**src/rtl/mem_port_master_if.sv**
```systemverilog
// Client and RAM-side signal bundle for mem_port_master.
// The master modport is the port controller; the slave modport is the client/RAM side.
interface mem_port_master_if #(
    parameter int ADDR_W = 10,
    parameter int DATA_W = 32,
    parameter int LEN_W  = 4
) ();
    logic              req_valid;
    logic              req_ready;
    logic              req_we;
    logic [ADDR_W-1:0] req_addr;
    logic [LEN_W-1:0]  req_len;
    logic              wr_valid;
    logic              wr_ready;
    logic [DATA_W-1:0] wr_data;
    logic              rd_valid;
    logic              rd_ready;
    logic [DATA_W-1:0] rd_data;
    logic              rd_last;
    logic              busy;
    logic              mem_we;
    logic [ADDR_W-1:0] mem_addr;
    logic [DATA_W-1:0] mem_din;
    logic [DATA_W-1:0] mem_dout;

    modport master (
        input  req_valid, req_we, req_addr, req_len,
        input  wr_valid, wr_data, rd_ready, mem_dout,
        output req_ready, wr_ready, rd_valid, rd_data, rd_last, busy,
        output mem_we, mem_addr, mem_din
    );

    modport slave (
        output req_valid, req_we, req_addr, req_len,
        output wr_valid, wr_data, rd_ready, mem_dout,
        input  req_ready, wr_ready, rd_valid, rd_data, rd_last, busy,
        input  mem_we, mem_addr, mem_din
    );
endinterface

```
**src/rtl/mem_port_master.sv**
```systemverilog
// Burst initiator for a single-port synchronous RAM: streams write beats in one per
// cycle and read beats out one per three cycles with valid/ready backpressure.
module mem_port_master #(
    parameter int ADDR_W = 10,
    parameter int DATA_W = 32,
    parameter int LEN_W  = 4
) (
    input  logic                clk,
    input  logic                rst_n,
    mem_port_master_if.master   bus
);

    localparam logic [2:0] ST_IDLE     = 3'd0;
    localparam logic [2:0] ST_WRITE    = 3'd1;
    localparam logic [2:0] ST_RD_ISSUE = 3'd2;
    localparam logic [2:0] ST_RD_CAP   = 3'd3;
    localparam logic [2:0] ST_RD_RESP  = 3'd4;

    logic [2:0]        state_r;
    logic [2:0]        state_nxt_s;
    logic [ADDR_W-1:0] cur_addr_r;
    logic [ADDR_W-1:0] cur_addr_nxt_s;
    logic [LEN_W-1:0]  beats_r;
    logic [LEN_W-1:0]  beats_nxt_s;
    logic [DATA_W-1:0] rd_data_r;
    logic              rd_last_r;

    logic              req_ready_s;
    logic              wr_ready_s;
    logic              rd_valid_s;
    logic              busy_s;
    logic              mem_we_s;
    logic [DATA_W-1:0] mem_din_s;

    // Next-state, address and beat-count sequencing.
    always_comb begin
        state_nxt_s    = state_r;
        cur_addr_nxt_s = cur_addr_r;
        beats_nxt_s    = beats_r;
        case (state_r)
            ST_IDLE: begin
                if (bus.req_valid) begin
                    cur_addr_nxt_s = bus.req_addr;
                    beats_nxt_s    = bus.req_len;
                    state_nxt_s    = bus.req_we ? ST_WRITE : ST_RD_ISSUE;
                end else begin
                    state_nxt_s = ST_IDLE;
                end
            end
            ST_WRITE: begin
                if (bus.wr_valid) begin
                    // Address arithmetic wraps naturally at ADDR_W bits.
                    cur_addr_nxt_s = cur_addr_r + ADDR_W'(1);
                    beats_nxt_s    = beats_r - LEN_W'(1);
                    if (beats_r == {LEN_W{1'b0}}) begin
                        state_nxt_s = ST_IDLE;
                    end else begin
                        state_nxt_s = ST_WRITE;
                    end
                end else begin
                    state_nxt_s = ST_WRITE;
                end
            end
            ST_RD_ISSUE: begin
                state_nxt_s = ST_RD_CAP;
            end
            ST_RD_CAP: begin
                state_nxt_s = ST_RD_RESP;
            end
            ST_RD_RESP: begin
                if (bus.rd_ready) begin
                    if (rd_last_r) begin
                        state_nxt_s = ST_IDLE;
                    end else begin
                        cur_addr_nxt_s = cur_addr_r + ADDR_W'(1);
                        beats_nxt_s    = beats_r - LEN_W'(1);
                        state_nxt_s    = ST_RD_ISSUE;
                    end
                end else begin
                    state_nxt_s = ST_RD_RESP;
                end
            end
            default: begin
                state_nxt_s = ST_IDLE;
            end
        endcase
    end

    // State, address and beat-count registers.
    always_ff @(posedge clk or negedge rst_n) begin
        if (!rst_n) begin
            state_r    <= ST_IDLE;
            cur_addr_r <= {ADDR_W{1'b0}};
            beats_r    <= {LEN_W{1'b0}};
        end else begin
            state_r    <= state_nxt_s;
            cur_addr_r <= cur_addr_nxt_s;
            beats_r    <= beats_nxt_s;
        end
    end

    // Read capture: RAM output is valid in RD_CAP, one edge after the RD_ISSUE address.
    always_ff @(posedge clk or negedge rst_n) begin
        if (!rst_n) begin
            rd_data_r <= {DATA_W{1'b0}};
            rd_last_r <= 1'b0;
        end else if (state_r == ST_RD_CAP) begin
            rd_data_r <= bus.mem_dout;
            rd_last_r <= (beats_r == {LEN_W{1'b0}});
        end else begin
            rd_data_r <= rd_data_r;
            rd_last_r <= rd_last_r;
        end
    end

    // Handshake and RAM strobe decode; mem_we follows wr_valid within the WRITE cycle.
    always_comb begin
        req_ready_s = 1'b0;
        wr_ready_s  = 1'b0;
        rd_valid_s  = 1'b0;
        mem_we_s    = 1'b0;
        mem_din_s   = {DATA_W{1'b0}};
        busy_s      = (state_r != ST_IDLE);
        case (state_r)
            ST_IDLE: begin
                req_ready_s = 1'b1;
            end
            ST_WRITE: begin
                wr_ready_s = 1'b1;
                mem_we_s   = bus.wr_valid;
                mem_din_s  = bus.wr_data;
            end
            ST_RD_RESP: begin
                rd_valid_s = 1'b1;
            end
            default: begin
                req_ready_s = 1'b0;
            end
        endcase
    end

    assign bus.req_ready = req_ready_s;
    assign bus.wr_ready  = wr_ready_s;
    assign bus.rd_valid  = rd_valid_s;
    assign bus.rd_data   = rd_data_r;
    assign bus.rd_last   = rd_last_r;
    assign bus.busy      = busy_s;
    assign bus.mem_we    = mem_we_s;
    assign bus.mem_addr  = cur_addr_r;
    assign bus.mem_din   = mem_din_s;

endmodule
```
**src/flat_wrapper.sv**
```systemverilog
// flat-port wrapper written by rule: the top's interface ports become plain ports
module mem_port_master_flat 
#(
    parameter int ADDR_W = 10,
    parameter int DATA_W = 32,
    parameter int LEN_W  = 4
)
  (clk, rst_n, bus_req_valid, bus_req_we, bus_req_addr, bus_req_len, bus_wr_valid, bus_wr_data, bus_rd_ready, bus_mem_dout, bus_req_ready, bus_wr_ready, bus_rd_valid, bus_rd_data, bus_rd_last, bus_busy, bus_mem_we, bus_mem_addr, bus_mem_din);
  mem_port_master_if #(.ADDR_W(ADDR_W), .DATA_W(DATA_W), .LEN_W(LEN_W)) bus_i ();
  input  logic clk;
  input  logic rst_n;
  input wire logic [$bits(bus_i.req_valid)-1:0] bus_req_valid;
  input wire logic [$bits(bus_i.req_we)-1:0] bus_req_we;
  input wire logic [$bits(bus_i.req_addr)-1:0] bus_req_addr;
  input wire logic [$bits(bus_i.req_len)-1:0] bus_req_len;
  input wire logic [$bits(bus_i.wr_valid)-1:0] bus_wr_valid;
  input wire logic [$bits(bus_i.wr_data)-1:0] bus_wr_data;
  input wire logic [$bits(bus_i.rd_ready)-1:0] bus_rd_ready;
  input wire logic [$bits(bus_i.mem_dout)-1:0] bus_mem_dout;
  output wire logic [$bits(bus_i.req_ready)-1:0] bus_req_ready;
  output wire logic [$bits(bus_i.wr_ready)-1:0] bus_wr_ready;
  output wire logic [$bits(bus_i.rd_valid)-1:0] bus_rd_valid;
  output wire logic [$bits(bus_i.rd_data)-1:0] bus_rd_data;
  output wire logic [$bits(bus_i.rd_last)-1:0] bus_rd_last;
  output wire logic [$bits(bus_i.busy)-1:0] bus_busy;
  output wire logic [$bits(bus_i.mem_we)-1:0] bus_mem_we;
  output wire logic [$bits(bus_i.mem_addr)-1:0] bus_mem_addr;
  output wire logic [$bits(bus_i.mem_din)-1:0] bus_mem_din;
  assign bus_i.req_valid = bus_req_valid;
  assign bus_i.req_we = bus_req_we;
  assign bus_i.req_addr = bus_req_addr;
  assign bus_i.req_len = bus_req_len;
  assign bus_i.wr_valid = bus_wr_valid;
  assign bus_i.wr_data = bus_wr_data;
  assign bus_i.rd_ready = bus_rd_ready;
  assign bus_i.mem_dout = bus_mem_dout;
  assign bus_req_ready = bus_i.req_ready;
  assign bus_wr_ready = bus_i.wr_ready;
  assign bus_rd_valid = bus_i.rd_valid;
  assign bus_rd_data = bus_i.rd_data;
  assign bus_rd_last = bus_i.rd_last;
  assign bus_busy = bus_i.busy;
  assign bus_mem_we = bus_i.mem_we;
  assign bus_mem_addr = bus_i.mem_addr;
  assign bus_mem_din = bus_i.mem_din;
  mem_port_master #(.ADDR_W(ADDR_W), .DATA_W(DATA_W), .LEN_W(LEN_W)) u_core (.clk(clk), .rst_n(rst_n), .bus(bus_i));
endmodule
```
**config.mk**
```make
export PLATFORM = sky130hd
export DESIGN_NAME = mem_port_master_flat
export DESIGN_NICKNAME = d
export VERILOG_FILES = /design/src/rtl/mem_port_master_if.sv /design/src/rtl/mem_port_master.sv /design/src/flat_wrapper.sv
export SDC_FILE = /design/constraint.sdc
export NUM_CORES = 1
export LEC_CHECK = 0
export CAP_MARGIN = 25
export CORE_ASPECT_RATIO = 0.8
export CORE_MARGIN = 4
export CORE_UTILIZATION = 39
export CTS_CLUSTER_SIZE = 14
export DETAILED_ROUTE_END_ITERATION = 8
export PLACE_DENSITY = 0.86
export SLEW_MARGIN = 0
export SYNTH_ARGS = -nofsm -noshare
export SYNTH_HDL_FRONTEND = slang
export SYNTH_SLANG_ARGS = --single-unit
```
**constraint.sdc**
```tcl
create_clock -name clk -period 3.4 [get_ports clk]
set_input_delay 0.68 -clock clk [delete_from_list [all_inputs] [get_ports clk]]
set_output_delay 0.68 -clock clk [all_outputs]
set_load 0.1 [all_outputs]
```
Word level (Yosys, flattened, before mapping). Index checks and enable logic that the tools add are counted.

Bits in registers: 50.

Reductions and logical operators: 5. Equal/unequal tests: 8. Add/sub/neg operators: 2. Mux-type cells: 22.

Operator list (number): $mux 10 (4); $mux 32 (1); $pmux 10 s3 (1); $mux 4 (4); $pmux 3 s5 (1); $pmux 4 s3 (1); $add 10x1->10 const B (1); $ne 2x2->1 const B (4); $eq 3x2->1 const B (2); $mux 1 (6); $mux 3 (2); $reduce_bool 3->1 (2); $reduce_and 5->1 (1); $logic_not 4->1 (1); $mux 2 (2); $sub 4x1->4 const B (1); $eq 3x1->1 const B (1); $eq 3x3->1 const B (1); $logic_not 3->1 (1).

Logic depth before layout (Yosys ltp). Gate-level depths: netlist of run 1.

Word-level depth: 4. Depth in mapped cells: 6. Depth with buffers taken out: 5.

Worst setup path before layout of run 1. Ideal clock, no wire load.

Path type: flip-flop to output port. From: register u_core.state_r[1]. To: output port bus_rd_valid. Setup slack: -307 ps. Data arrival time: 3027 ps. Buffers on the path: 2. Cell stages (with the launch flop): 4. Cells stage by stage: dfrtp_1 clkbuf_1 clkbuf_1 nor3b_1.

Word-level cells in the longest chain between the ends: 2.

Ends and longest elaborated chain: start: declaration (RTL line mem_port_master.sv:19) `logic [2:0] state_r;`; start signal: assignment (RTL line mem_port_master.sv:96) `state_r <= state_nxt_s;`; $eq 3x3->1 (RTL line mem_port_master.sv:124) `case (state_r)`; $mux 1 (RTL line mem_port_master.sv:124); end: declaration (RTL line flat_wrapper.sv:22) `output wire logic [$bits(bus_i.rd_valid)-1:0] bus_rd_valid;`.

Every way passes these cells.

Worst setup path in the final report of run 1.
From: register u_core.state_r[1]. To: output port bus_mem_din[24].

Word-level cells in the longest chain between the ends: 2.

Ends and longest elaborated chain: $eq 3x1->1 (RTL line mem_port_master.sv:124); $mux 32 (RTL line mem_port_master.sv:124); end: declaration (RTL line flat_wrapper.sv:28) `output wire logic [$bits(bus_i.mem_din)-1:0] bus_mem_din;`.

Every way passes these cells.

==> impl_metrics.py, run 1 <==
metrics = {
    "run_status": {
        "outcome": "finished clean",
    },
    "job": {
        "drv_cap": 0,
    },
    "global_route": {
        "grt_usage": 0.1935,
        "grt_pass1_vias": 2379,
        "grt_max_degree": 36,
        "grt_pass1_wl_mm": 12.25,
        "gr-total-overflow": 0,
        "antenna_found_initial": 0,
    },
    "sta": {
        "slew_headroom": 0.3400,
        "final_hold_viol_count": 0,
        "fin_skew_ns": 0.003114,
        "fin_crit_ns": 2.587,
        "setup_tns_ns": 0,
        "drv_slew": 0,
        "post-route-period-util": 0.7608,
        "max_freq_mhz": 386.6,
        "setup_viol": 0,
        "grt_setup_unrepaired": "no",
        "worstMarginPinSlew_ns": 0.9869,
    },
    "placement": {
        "place_inst": 465,
        "detailed_place_hpwl_mm": 6.200,
        "place.gp.congestion": 0.8141,
        "io_buffers": 163,
    },
    "clocking": {
        "cts_tree": "yes",
        "clock_latency_ns": 0.29,
        "htreeDepth": 2,
        "cts_resized": 0,
        "clk_path_buf_depth": 2,
        "cts-root-buf": "clkbuf_8",
        "clock_sinks": 50,
        "holdBufCountCts": 0,
        "numCtsBuffers": 5,
        "post_cts_buffers": 0,
        "clk_pin_slew_ns": 0.09,
    },
    "detailed_routing": {
        "firstDrtPassIters": 4,
        "wire_per_inst_um": 16.55,
        "routed_wl_mm": 7.829,
        "vias": 2349,
        "postRouteAntennaNets": 0,
        "drcViolationCount": 0,
        "vias_per_cell": 4.966,
        "drt_iter0_markers": 108,
    },
    "critical_path": {
        "start_kind": "flop",
        "worstPathMaxFanout": 34,
        "reg2reg_from": "u_core.state_r[1]",
        "critical_path_class": "flop to output port",
        "required_ns": 2.72,
        "cp-startpoint": "u_core.state_r[1]",
        "worstPathArrival_ns": 1.91,
        "end_kind": "output port",
    },
    "yosys": {
        "yosysWarningCount": 0,
        "synth_fp_nets": 317,
        "synth-main-ff-cell": "dfrtp_1",
        "synth_top_area_cell": "dfrtp_1",
        "synth_edf_count": 0,
        "netlist_area_sq_um": 2535,
        "netlist_instances": 230,
        "synth_top_cell_area_share": 0.4936,
        "synth_cell_type_count": 41,
        "synthArstFlopShare": 1.000,
        "ys_top_cells_by_area": "dfrtp_1, mux2_2, and2_1",
        "yosysSeqAreaShare": 0.4936,
        "synth_seq_cells": 50,
        "avgSynthCellArea_sq_um": 11.02,
    },
    "worst_hold_path": {
        "hold_class": "input pin to async pin",
    },
    "floorplanning": {
        "rows": 25,
        "fp.dieArea_sq_um": 7862,
        "core-area_sq_um": 6100,
        "io_pins": 164,
        "die_y_um": 80.11,
        "initial_core_util": 0.4156,
        "fp.dieW_um": 98.14,
    },
    "final_layout": {
        "final_layout_size_suffix_gt1_frac": 0.2908,
        "layout.nets": 478,
        "area_growth_pct": 64.86,
        "layout_common_cells": "clkdlybuf4s50_1, buf_4, dfrtp_1, and2_1, mux2_2",
        "diodes": 0,
        "final_cells": 473,
        "layout_commonest_cell": "clkdlybuf4s50_1",
    },
}
## synthesized netlist by cell type, types with 2 or more instances
cell and count:
a21oi_1 13, a22oi_1 2, a2bb2oi_1 3, a31oi_1 2
and2_1 33, buf_2 7, buf_4 2, clkbuf_1 5
dfrtp_1 50, ha_1 3, inv_1 6, mux2_2 32
mux2i_1 6, nand2_1 12, nand3_1 5, nand4_1 2
nor2_1 6, nor3_1 4, nor3b_1 2, nor4_1 3
o21ai_0 6, o21bai_1 3, o2bb2ai_1 3, or3_1 3
## logic make-up (layout without fill, tap and decap cells)
family,count (synthesis),after routing,synth area share
simple gates,78,78,0.1757
compound gates,40,40,0.1076
mux,38,38,0.1658
xor+xnor,1,1,0.006418
buf+inv,20,182,0.03603
fa+ha+maj,3,3,0.01481
flops,50,50,0.4936
## final cells by class
cell class | instances | area (sq um)
clock inverters | 2 | 12.51
clock buffers | 6 | 82.58
multi-input cells | 160 | 1202
repair buffers | 168 | 1506
fillers | 471 | 1921
well taps | 81 | 101.3
inverters | 6 | 22.52
flip-flops and latches | 50 | 1251
## metal layers
| layer | share of wire | GRT usage | vias up |
|---|---|---|---|
| li1 | - | - | 1134 |
| met1 | 0.39 | 0.2322 | 1099 |
| met2 | 0.51 | 0.3492 | 110 |
| met3 | 0.089 | 0.05035 | 6 |
| met4 | 0.013 | 0.04775 | 0 |
| met5 | 0 | 0 | - |
## path summary, 6_finish.rpt
path | end | slack [ns] | cells past startpoint
worst max register to register | u_core.bus.mem_addr[7] | 1.44 | 4
max in group asynchronous | u_core.bus.rd_data[4] | 2.20 | 2
worst min register to register | u_core.bus.rd_data[13] | 0.51 | 1
worst max-delay path | bus_mem_din[24] | 0.81 | 4
worst min-delay path | u_core.beats_r[0] | 0.44 | 1
min in group clk | u_core.bus.rd_data[13] | 0.51 | 1
## flip-flops by register name (all words and copies together), names as in the netlist
register	count
u_core.bus.rd_last	1
u_core.state_r	3
u_core.bus.mem_addr	10
u_core.beats_r	4
u_core.bus.rd_data	32
## worst max-delay path, cell delays in order, from the launching register on
cell and delay (ns):
dfrtp_1 0.62, nor3b_2 0.24, buf_4 0.28, and2_1 0.18, buf_4 0.29
## per-stage QoR
stage          utilization  instance area, sq um  worst slack (ns)  hold slack [ns]
5_1_grt             0.6851                  4179            0.6955           0.4772
3_5_place_dp        0.6695                  4084             1.059           0.4921
2_1_floorplan            -                  2541            0.3529           0.3844
4_1_cts             0.6851                  4179            0.7921           0.4507
3_3_place_gp        0.6695                  4084             1.072           0.4872
6_report            0.6851                  4179            0.8133           0.4400
Power of run 1 is left out: the tool's default activity adds up to more than one toggle a clock period on the data nets, which glitch-free logic cannot reach.
==> run 2, diff against run 1 <==
Settings changed: CORE_UTILIZATION 39 to 36, PLACE_DENSITY 0.86 to 0.8.
Clock period 3.4 ns to 2.5 ns, I/O delays scaled along.
==> impl_metrics.py, run 2 (synthesis results as in run 1) <==
metrics = {
    "critical_path": {
        "worstPathMaxFanout": 34,
        "worstSetupEndpoint": "bus_mem_din[31]",
        "critical_path_class": "flop to output port",
        "cp_slowest_stage_delay_ns": 0.59,
        "path_buf_inv": 2,
        "reg2reg_depth": 4,
        "required_ns": 2.00,
        "critical_path_depth": 4,
        "cp-startpoint": "u_core.state_r[0]",
        "cp_cell_sequence": "nor3b_2 > buf_4 > and2_1 > buf_12",
        "reg2reg_from": "u_core.state_r[0]",
        "end_kind": "output port",
        "slowest_stage": "dfrtp_1",
        "critical-path-top-delay-family": "flip-flops",
        "reg2reg_slack_ns": 0.35,
        "r2r_end": "u_core.bus.mem_addr[7]",
        "start_kind": "flop",
        "worstPathArrival_ns": 1.85,
    },
    "global_route": {
        "grt_pass1_vias": 2367,
        "gr-total-overflow": 0,
        "grt_max_degree": 36,
        "grt_usage": 0.1906,
        "grt_pass1_wl_mm": 12.77,
        "antenna_found_initial": 0,
    },
    "final_layout": {
        "largest_reg_flops": 32,
        "area_growth_pct": 82.68,
        "final_layout_size_suffix_gt1_frac": 0.3622,
        "layout_commonest_cell": "clkdlybuf4s50_1",
        "layout.nets": 479,
        "diodes": 0,
        "layout_common_cells": "clkdlybuf4s50_1, dfrtp_1, buf_4, buf_12, mux2_2",
        "fin_area_sq_um": 4631,
    },
    "sta": {
        "fin_skew_ns": 0.01933,
        "setup_viol": 0,
        "grt_setup_unrepaired": "no",
        "post-route-period-util": 0.9392,
        "max_freq_mhz": 425.9,
        "final_hold_viol_count": 0,
        "fin_crit_ns": 2.348,
        "slew_headroom": 0.2848,
        "worstMarginPinSlew_ns": 1.069,
        "drv_slew": 0,
    },
    "placement": {
        "io_buffers": 163,
        "placed_area_sq_um": 4548,
        "place.gp.congestion": 0.8954,
        "detailed_place_hpwl_mm": 6.683,
    },
    "run_status": {
        "outcome": "finished clean",
    },
    "clocking": {
        "post_cts_buffers": 0,
        "numCtsBuffers": 5,
        "htreeDepth": 2,
        "cts-root-buf": "clkbuf_8",
        "clk_path_buf_depth": 2,
        "holdBufCountCts": 0,
        "clock_latency_ns": 0.30,
        "clk_pin_slew_ns": 0.10,
        "clock_sinks": 50,
        "cts_tree": "yes",
        "cts_resized": 0,
    },
    "floorplanning": {
        "fp.dieW_um": 101.8,
        "rows": 27,
        "io_pins": 164,
        "fp.dieArea_sq_um": 8457,
        "die_y_um": 83.06,
        "initial_core_util": 0.3696,
        "core-area_sq_um": 6858,
    },
    "detailed_routing": {
        "drt_iter0_markers": 118,
        "vias_per_cell": 5.004,
        "drcViolationCount": 0,
        "postRouteAntennaNets": 0,
        "routed_wl_mm": 8.244,
        "vias": 2397,
        "firstDrtPassIters": 4,
        "wire_per_inst_um": 17.21,
    },
    "job": {
        "drv_cap": 0,
    },
    "worst_hold_path": {
        "hold_class": "input pin to async pin",
    },
}
## run 2: final cells by class
cell class	instances	area [sq um]
Clock inverter	2	13.76
Clock buffer	5	68.82
Sequential cell	50	1251
Fill cell	526	2227
Timing Repair Buffer	169	1947
Tap cell	87	108.9
Multi-Input combinational cell	160	1215
Inverter	6	26.28
## run 2: worst register-to-register path, cell delays in order, from the launching register on
cell and delay [ns]:
dfrtp_1 0.59, xnor2_2 0.20, nor2_1 0.84, a21oi_1 0.17
o22a_1 0.26
## run 2: per-layer routing
layer / GRT usage / wire length [um] / vias up / part of all wire
met1: 0.2483 / 3403 / 1156 / 0.41
met4: 0.03933 / 50 / 0 / 0.0061
met2: 0.3195 / 4115 / 104 / 0.50
met5: 0 / 0 / - / 0
met3: 0.04870 / 675 / 2 / 0.082
li1: - / - / 1135 / -
## run 2: worst min-delay path by stage
stage,cells past startpoint,start,slack [ns],endpoint
after CTS,1,rst_n,0.24,u_core.bus.mem_addr[9]
final,1,rst_n,0.22,u_core.bus.mem_addr[7]
after floorplan,0,rst_n,0.20,u_core.beats_r[0]
after detailed placement,1,u_core.bus.rd_data[8],0.49,u_core.bus.rd_data[8]
after global placement,1,u_core.bus.rd_data[17],0.49,u_core.bus.rd_data[17]
after global routing,1,rst_n,0.28,u_core.bus.mem_addr[0]
## run 2: per-stage QoR
stage / worst slack [ns] / utilization / hold slack [ns] / cells / TNS [ns]
2_1_floorplan: -0.01300 / - / 0.2044 / 230 / -0.01300
3_3_place_gp: 0.3319 / 0.6632 / 0.4887 / 472 / 0
3_5_place_dp: 0.2708 / 0.6632 / 0.4943 / 472 / 0
4_1_cts: 0.1176 / 0.6752 / 0.2368 / 479 / 0
5_1_grt: 0.02134 / 0.6752 / 0.2800 / 479 / 0
6_report: 0.1520 / 0.6752 / 0.2200 / 479 / 0
Power of run 2 is left out for the same reason.
==> run 3, diff against run 2 <==
Settings changed: PLACE_DENSITY 0.8 to 0.88.
==> impl_metrics.py, run 3 (synthesis results as in run 1) <==
metrics = {
    "sta": {
        "slew_headroom": 0.5269,
        "setup_viol": 0,
        "final_hold_viol_count": 0,
        "drv_slew": 0,
        "worstMarginPinSlew_ns": 0.7097,
        "grt_setup_unrepaired": "no",
        "fin_crit_ns": 2.263,
        "fin_skew_ns": 0.01327,
        "post-route-period-util": 0.9050,
        "max_freq_mhz": 442.0,
    },
    "detailed_routing": {
        "routed_wl_mm": 7.987,
        "vias_per_cell": 4.969,
        "drt_iter0_markers": 149,
        "postRouteAntennaNets": 0,
        "vias": 2400,
        "wire_per_inst_um": 16.54,
        "drcViolationCount": 0,
        "firstDrtPassIters": 4,
    },
    "global_route": {
        "gr-total-overflow": 0,
        "grt_pass1_wl_mm": 12.69,
        "gr-usage-met2": 0.3397,
        "met1_usage": 0.2212,
        "grt_pass1_vias": 2512,
        "grt-busiest-layer": "met2",
        "antenna_found_initial": 0,
        "grt_max_degree": 36,
        "grt_usage": 0.1881,
        "met3_usage": 0.05374,
    },
    "worst_hold_path": {
        "hold_class": "input pin to async pin",
    },
    "placement": {
        "place_inst": 475,
        "placed_area_sq_um": 4558,
        "io_buffers": 163,
        "place.gp.congestion": 0.7916,
        "detailed_place_hpwl_mm": 6.497,
    },
    "critical_path": {
        "end_kind": "output port",
        "worstPathArrival_ns": 1.76,
        "reg2reg_from": "u_core.state_r[2]",
        "cp_cell_sequence": "nor3b_2 > buf_4 > and2_1 > buf_12",
        "required_ns": 2.00,
        "slowest_stage": "dfrtp_1",
        "reg2reg_depth": 5,
        "cp-startpoint": "u_core.state_r[2]",
        "start_kind": "flop",
        "critical_path_class": "flop to output port",
        "worstPathMaxFanout": 34,
        "cp_slowest_stage_delay_ns": 0.51,
    },
    "clocking": {
        "clock_latency_ns": 0.31,
        "cts_tree": "yes",
        "clock_sinks": 50,
        "htreeDepth": 2,
        "clk_path_buf_depth": 2,
        "clk_pin_slew_ns": 0.10,
        "cts-root-buf": "clkbuf_8",
        "numCtsBuffers": 5,
        "post_cts_buffers": 0,
    },
    "floorplanning": {
        "fp.dieW_um": 101.8,
        "rows": 27,
        "io_pins": 164,
        "fp.dieArea_sq_um": 8457,
        "initial_core_util": 0.3696,
        "core-area_sq_um": 6858,
        "die_y_um": 83.06,
    },
    "final_layout": {
        "area_growth_pct": 83.76,
        "layout_common_cells": "clkdlybuf4s50_1, buf_4, dfrtp_1, buf_12, mux2_2",
        "final_layout_size_suffix_gt1_frac": 0.3712,
        "fin_area_sq_um": 4658,
        "layout_commonest_cell": "clkdlybuf4s50_1",
        "final_cells": 483,
        "largest_reg_flops": 32,
        "layout.nets": 482,
        "diodes": 0,
    },
    "run_status": {
        "outcome": "finished clean",
    },
    "job": {
        "drv_cap": 0,
    },
}
run 3: cell count changes in the layout (fill, tap and decap cells not counted), sizes merged:
cell | previous run | this run
buf | 87 | 90
clkbuf | 5 | 6
clkinvlp | 1 | 2
clkinv | 1 | 0
run 3: area by class of cell:
type                    count  area [sq um]
inverters                   6         26.28
well taps                  87         108.9
clock buffers               6         82.58
multi-input cells         160          1215
clock inverters             2         16.27
flip-flops and latches     50          1252
fillers                   512          2200
repair buffers            172          1957
run 3: critical path, delay by kind of cell, from the launching register on:
family,cells,cell delay (ns)
flops,1,0.51
buf+inv,2,0.48
simple gates,2,0.45
run 3: timing repair:
item,4_1_cts,5_1_grt
setup endpoints to repair,0,1
endpoints found under the hold margin,0,0
hold buffers,0,0
gates resized for setup,0,1
run 3: final timing paths:
check                                    endpoint  slack [ns]
setup / recovery                       bus_mem_we        0.24
hold / removal             u_core.bus.mem_addr[3]        0.23
setup reg to reg           u_core.bus.mem_addr[7]        0.67
hold reg to reg            u_core.bus.rd_data[10]        0.51
max in group asynchronous  u_core.bus.rd_data[16]        1.61
min in group clk           u_core.bus.rd_data[10]        0.51
run 3: per-layer routing:
layer / part of all wire / vias up
met1: 0.36 / 1115
met2: 0.52 / 135
li1: - / 1142
met3: 0.11 / 8
met5: 0 / -
met4: 0.0098 / 0
run 3: per-stage QoR:
step           hold WS, ns  setup WS (ns)    util  setup TNS [ns]
2_1_floorplan       0.2044       -0.01300       -        -0.01300
3_3_place_gp        0.4877         0.4559  0.6647               0
3_5_place_dp        0.4939         0.3908  0.6647               0
4_1_cts             0.2565         0.1112  0.6791               0
5_1_grt             0.2857         0.1056  0.6793               0
6_report            0.2274         0.2374  0.6793               0
Power of run 3 is left out for the same reason.
